## src/rtl/mem_request_unit.sv

```systemverilog
// Memory request sequencer: issues instruction/data requests, holds a data request until dhit, pulses pc_en on retire.
// Optional stall watchdog enabled by defining MEM_REQ_WATCHDOG_EN (adds the timeout output).
module mem_request_unit #(
    parameter int unsigned CNT_W          = 32,
    parameter int unsigned TIMEOUT_CYCLES = 1024
) (
    input  logic             CLK,
    input  logic             RST,
    input  logic             cu_iREN,
    input  logic             cu_dREN,
    input  logic             cu_dWEN,
    input  logic             cu_halt,
    input  logic             ihit,
    input  logic             dhit,
    output logic             imemREN,
    output logic             dmemREN,
    output logic             dmemWEN,
    output logic             pc_en,
    output logic             halted,
    output logic [CNT_W-1:0] stall_cnt
`ifdef MEM_REQ_WATCHDOG_EN
    ,
    output logic             timeout
`endif
);

    typedef enum logic [1:0] {
        FETCH  = 2'd0,
        DATA   = 2'd1,
        HALTED = 2'd2
    } state_t;

    if (TIMEOUT_CYCLES < 1 || CNT_W < 1) begin : g_bad_param
        $error("mem_request_unit: CNT_W and TIMEOUT_CYCLES must be >= 1");
    end

    state_t           state_q, state_d;
    logic             dren_q, dren_d;
    logic             dwen_q, dwen_d;
    logic             halted_q, halted_d;
    logic [CNT_W-1:0] stall_q, stall_d;
    logic             imem_c, pc_c, hit_c, miss_c;

`ifdef MEM_REQ_WATCHDOG_EN
    localparam int unsigned WD_W = $clog2(TIMEOUT_CYCLES + 1);
    logic [WD_W-1:0] wd_q, wd_d;
    logic            timeout_q, timeout_d;
`endif

    // State and registered outputs
    always_ff @(posedge CLK or posedge RST) begin
        if (RST) begin
            state_q   <= FETCH;
            dren_q    <= 1'b0;
            dwen_q    <= 1'b0;
            halted_q  <= 1'b0;
            stall_q   <= '0;
`ifdef MEM_REQ_WATCHDOG_EN
            wd_q      <= '0;
            timeout_q <= 1'b0;
`endif
        end else begin
            state_q   <= state_d;
            dren_q    <= dren_d;
            dwen_q    <= dwen_d;
            halted_q  <= halted_d;
            stall_q   <= stall_d;
`ifdef MEM_REQ_WATCHDOG_EN
            wd_q      <= wd_d;
            timeout_q <= timeout_d;
`endif
        end
    end

    // Next-state, request latching and stall accounting
    always_comb begin
        state_d  = state_q;
        dren_d   = dren_q;
        dwen_d   = dwen_q;
        halted_d = halted_q;
        stall_d  = stall_q;
        imem_c   = 1'b0;
        pc_c     = 1'b0;
        hit_c    = 1'b0;
        miss_c   = 1'b0;

        case (state_q)
            FETCH: begin
                imem_c = cu_iREN;
                if (ihit) begin
                    hit_c = 1'b1;
                    if (cu_halt) begin
                        state_d  = HALTED;
                        halted_d = 1'b1;
                    end else if (cu_dREN || cu_dWEN) begin
                        state_d = DATA;
                        dwen_d  = cu_dWEN;
                        dren_d  = cu_dREN & ~cu_dWEN;
                    end else begin
                        pc_c = 1'b1;
                    end
                end else if (cu_iREN) begin
                    miss_c = 1'b1;
                end
            end
            DATA: begin
                if (dhit) begin
                    hit_c   = 1'b1;
                    pc_c    = 1'b1;
                    state_d = FETCH;
                    dren_d  = 1'b0;
                    dwen_d  = 1'b0;
                end else begin
                    miss_c = 1'b1;
                end
            end
            HALTED: begin
                dren_d   = 1'b0;
                dwen_d   = 1'b0;
                halted_d = 1'b1;
            end
            default: begin
                state_d = FETCH;
                dren_d  = 1'b0;
                dwen_d  = 1'b0;
            end
        endcase

        if (miss_c && stall_q != '1) begin
            stall_d = stall_q + CNT_W'(1);
        end

`ifdef MEM_REQ_WATCHDOG_EN
        wd_d      = wd_q;
        timeout_d = timeout_q;
        if (hit_c) begin
            wd_d = '0;
        end else if (miss_c) begin
            wd_d = wd_q + WD_W'(1);
            // Consecutive misses reached the limit: give up and park in HALTED
            if (wd_d == WD_W'(TIMEOUT_CYCLES)) begin
                state_d   = HALTED;
                halted_d  = 1'b1;
                dren_d    = 1'b0;
                dwen_d    = 1'b0;
                timeout_d = 1'b1;
            end
        end
`endif
    end

    // Combinational outputs are forced low while reset is held
    assign imemREN   = imem_c & ~RST;
    assign pc_en     = pc_c & ~RST;
    assign dmemREN   = dren_q;
    assign dmemWEN   = dwen_q;
    assign halted    = halted_q;
    assign stall_cnt = stall_q;
`ifdef MEM_REQ_WATCHDOG_EN
    assign timeout   = timeout_q;
`endif

endmodule

```

## config.mk

```make
export PLATFORM = sky130hd
export DESIGN_NAME = mem_request_unit
export DESIGN_NICKNAME = d
export VERILOG_FILES = /design/src/rtl/mem_request_unit.sv
export SDC_FILE = /design/constraint.sdc
export NUM_CORES = 1
export LEC_CHECK = 0
export CAP_MARGIN = 20
export CORE_ASPECT_RATIO = 0.7
export CORE_MARGIN = 2
export CORE_UTILIZATION = 54
export DETAILED_ROUTE_END_ITERATION = 10
export GPL_ROUTABILITY_DRIVEN = 0
export PLACE_DENSITY_LB_ADDON = 0.25
export SETUP_SLACK_MARGIN = 0.15
export SYNTH_ARGS = -nofsm -noshare
export SYNTH_HDL_FRONTEND = slang
export SYNTH_SLANG_ARGS = --single-unit
```

## constraint.sdc

```tcl
create_clock -name CLK -period 5.3 [get_ports CLK]
set_input_delay 0.795 -clock CLK [delete_from_list [all_inputs] [get_ports CLK]]
set_output_delay 0.795 -clock CLK [all_outputs]
set_load 0.005 [all_outputs]
```

After elaboration in Yosys (flattened, before gate mapping)
Cells that the tools add are included.

storage, ports and cells
  flip-flop bits (word level) = 37
  input bits = 8

operators by class
  eq/ne operators = 9
  bitwise gates (word level) = 6
  mux-type cells = 27
  $add $sub $neg = 1
  reduce and logical (&&, ||, !) cells = 7

operators with widths
  cell                   count
  $add 32x1->32 const B  1
  $ne 32x32->1 const B   1
  $mux 1                 17
  $ne 2x2->1 const B     5
  $pmux 1 s2             5
  $mux 2                 4
  $reduce_and 4->1       2
  $pmux 2 s3             1
  $and 1x1->1            3
  $ne 3x3->1 const B     1
  $not 1->1              3
  $reduce_and 3->1       1
  $eq 2x1->1 const B     1
  $eq 2x2->1 const B     1
  $logic_not 2->1        1
  $reduce_bool 2->1      1
  $logic_and 1x1->1      1
  $logic_or 1x1->1       1

Longest topological paths before layout
  depth after elaboration = 6
  depth in mapped cells = 7

Least setup slack after synthesis
OpenSTA, ideal clock, no wires.

  kind = input -> output
  from = input RST
  to = output imemREN
  setup slack = 2630 ps
  arrival = 1875 ps
  stages on the path = 2
  cell sequence = inv_1 and3_1

between the ends
  cells in the longest elaborated chain, start to end = 2

ends and longest elaborated chain
  item                line  source
  start: declaration  8     input logic RST,
  $not 1->1           153   assign imemREN = imem_c & ~RST;
  $and 1x1->1         153
  end: declaration    15    output logic imemREN,

Every way passes these cells.

Worst setup path after layout
  from = input cu_halt
  to = output pc_en

between the ends
  cells in the longest elaborated chain, start to end = 4

ends and longest elaborated chain
  item                line  source
  start: declaration  12    input logic cu_halt,
  $mux 1              92    if (cu_halt) begin
  $mux 1              90    if (ihit) begin
  $pmux 1 s2          87    case (state_q)
  $and 1x1->1         154   assign pc_en = pc_c & ~RST;
  end: declaration    18    output logic pc_en,

Every way passes these cells.

==> qor.csv <==
stage,metric,value,unit
sta,min setup slack post-route,1890,ps
cts,"Reg clk slew, reported paths",70,ps
layout,Layout Utilization,72.1,%
cts,clock root cell,clkbuf_8,
critical_path,crit path DAT,2610,ps
synth,Mean Syn Cell Area,10.7,um2
synth,cell area after synthesis,0.00197,mm2
synth,syn_nets,194,
drt,via count,1555,
synth,Yosys reg bits,37,
cts,TritonCTS clock tree,yes,
power_and_ir_drop,Peak supply drop,0.224,mV
sta,Fmax,293,MHz
sta,Tmin final,3410,ps
layout,share of cells above drive strength 1,13.2,%
layout,"leading cell types in the layout, fill and taps excluded","clkdlybuf4s50_1, dfrtp_1, nand3_1, xnor2_1, nor2_1",
die,Core Area,0.00351,mm2
layout,Area Overhead vs Synth,28.5,%
sta,Setup Total Neg Slack,0,ps
cts,clk_lat worst skew,290,ps
critical_path,CP Max Fanout,4,
grt,largest net degree at the start of global routing,39,
sta,Slew @ Worst Pin,467,ps
synth,Synth cell types,43,
sta,relative slew slack,68.9,%
synth,Post-Synthesis Cells,185,
grt,first-pass GRT wire length,6.93,mm
drt,Post-DRT Antenna Nets,0,
grt,vias in the first global route,1472,
die,die area,0.00416,mm2
cts,Num CTS Buffers,5,
die,cell row count,18,
critical_path,CP Launch Type,input pin,
drt,DRT iter0 DRCs,34,
layout,"commonest non-fill, non-tap cell in the layout",clkdlybuf4s50_1,
die,Initial Util,56.1,%
critical_path,CP endpoint kind,output port,
cts,CTS resizes,0,
place,hpwl dp,3.15,mm
grt,total track usage,21.7,%
power_and_ir_drop,total power divided by cell area,250,mW/mm2
drt,DRC viols,0,
critical_path,Register-to-Register Path Depth,6,
cts,CTS Sinks,37,
sta,Max Clock Skew,9.22,ps
layout,Antenna diodes,0,
sta,RSZ-0062 raised after global routing,no,
worst_hold_path,Worst Hold Depth,1,
place,Post-Place Setup Slack,1920,ps
sta,final hold violation count,0,
worst_hold_path,worst hold endpoint,halted,
die,die extent in x,76.2,um
worst_hold_path,Hold Path Class,flip-flop to flip-flop,
critical_path,r2r setup slk,3160,ps
grt,gr ovfl total,0,
cts,"Setup Fix Bufs, Post-CTS",0,
layout,Nets,242,
drt,DR pass1 iterations,4,
synth,post-synthesis sequential area ratio,47.0,%
sta,endpoints failing setup,0,
power_and_ir_drop,total power,634,uW
die,die extent in y,54.5,um
place,IO Port Bufs,44,
critical_path,worst reg2reg path endpoint,stall_cnt[1],
outcome,run status,"finished, final reports clean",
critical_path,reg-to-reg critical path startpoint,stall_cnt[0],
worst_hold_path,Hold Crit Start,halted,
cts,H-tree depth,2,
grt,initial antenna violation count,0,
power_and_ir_drop,P_leak,1.04,nW
drt,wire per inst,14.8,um
sta,final-report max-slew violation count,0,
critical_path,kind of critical path,input pin to output port,
die,# IOs,45,
cts,CTS Buffer Depth,2,
synth,warnings from Yosys,0,
place,Area after DPL,0.00245,mm2
sta,crit share post-route,64.3,%
cts,Post-CTS Hold Buffers,0,
critical_path,Worst EP required,4510,ps
layout,Fill cells,261,
layout,design area,0.00253,mm2
drt,DR vias/cell,5.48,
flow_run,Max Cap Viol,0,
drt,total wire length,4.21,mm
-- power by group --
group / leakage [nW] / internal [mW] / total (mW) / switching, mW
sequential: 0.469 / 0.304 / 0.336 / 0.0321
clock: 0.0439 / 0.0906 / 0.189 / 0.0980
combinational: 0.522 / 0.0642 / 0.109 / 0.0446
-- metrics by stage --
stage                     std cells  hold WS, ps
after floorplan                 185          465
after global placement          276          453
after detailed placement        276          459
after CTS                       284          483
after global routing            284          507
final                           284          482
-- state kept, by name, summed over array words and instances (netlist names) --
| signal | flops |
|---|---|
| stall_cnt | 32 |
| dmemREN | 1 |
| halted | 1 |
| state_q | 2 |
| dmemWEN | 1 |
-- how the worst max path moves through the flow --
| stage | start | end | slack (ps) | depth (start not counted) |
|---|---|---|---|---|
| floorplan | RST | imemREN | 2630 | 2 |
| global placement | RST | imemREN | 2100 | 5 |
| detailed placement | cu_halt | pc_en | 1920 | 5 |
| CTS | cu_halt | pc_en | 1920 | 5 |
| global route | cu_halt | pc_en | 1690 | 5 |
| finish | cu_halt | pc_en | 1890 | 5 |
-- worst max-delay path, stage by stage --
cell             delay [ps]
clkdlybuf4s50_1         470
nor4b_1                 420
a22oi_1                 120
nor3_1                  220
clkdlybuf4s50_1         590
-- routing by layer --
metal  global-route usage (%)  vias up  wire, um
met5                        0        -         0
met4                     9.09        0        98
met3                     5.78       10       214
met2                     35.4       37      1920
met1                     28.5      753      1970
li1                         -      755         -
-- synthesized netlist by cell type (all sizes together) --
master	n	share of area, %
nor4b	3	2.4
nor4	2	1.3
o2111ai	1	0.76
xor2	9	4.0
nand3	17	4.3
or2	5	1.7
mux2	1	0.57
nor2	16	3.3
nand2b	4	1.3
nor3b	1	0.63
a21o	1	0.38
a211oi	1	0.38
o311ai	4	2.7
inv	4	0.76
o31a	1	0.44
and4	4	1.9
ha	1	0.63
o21ai	4	1.0
nor3	7	3.1
dfrtp	37	47
buf	4	1.8
and3	8	2.8
nand4	10	3.9
a22oi	1	0.38
nand2	14	2.8
xnor2	17	7.6
o31ai	1	0.38
and2	1	0.32
a21oi	6	1.5
-- cells by family after synthesis --
kind of cell	after synthesis	share of synthesized area (%)
AOI/OAI and AO/OA	20	7.94
xor gates and xnor gates	26	11.6
adders and majority gates	1	0.635
buffers and inverters	8	2.54
DFF	37	47.0
muxes	1	0.571
and+or+nand+nor	92	29.8
-- area by class of cell --
type	count	area [um2]	area share, %
Clock buffer	5	68.8	2.72
Clock inverter	3	17.5	0.692
Inverter	4	15.0	0.593
Multi-Input combinational cell	140	995	39.3
Sequential cell	37	926	36.6
Tap cell	50	62.6	2.47
Timing Repair Buffer	45	448	17.7
Power figures use the tool's default switching activity.
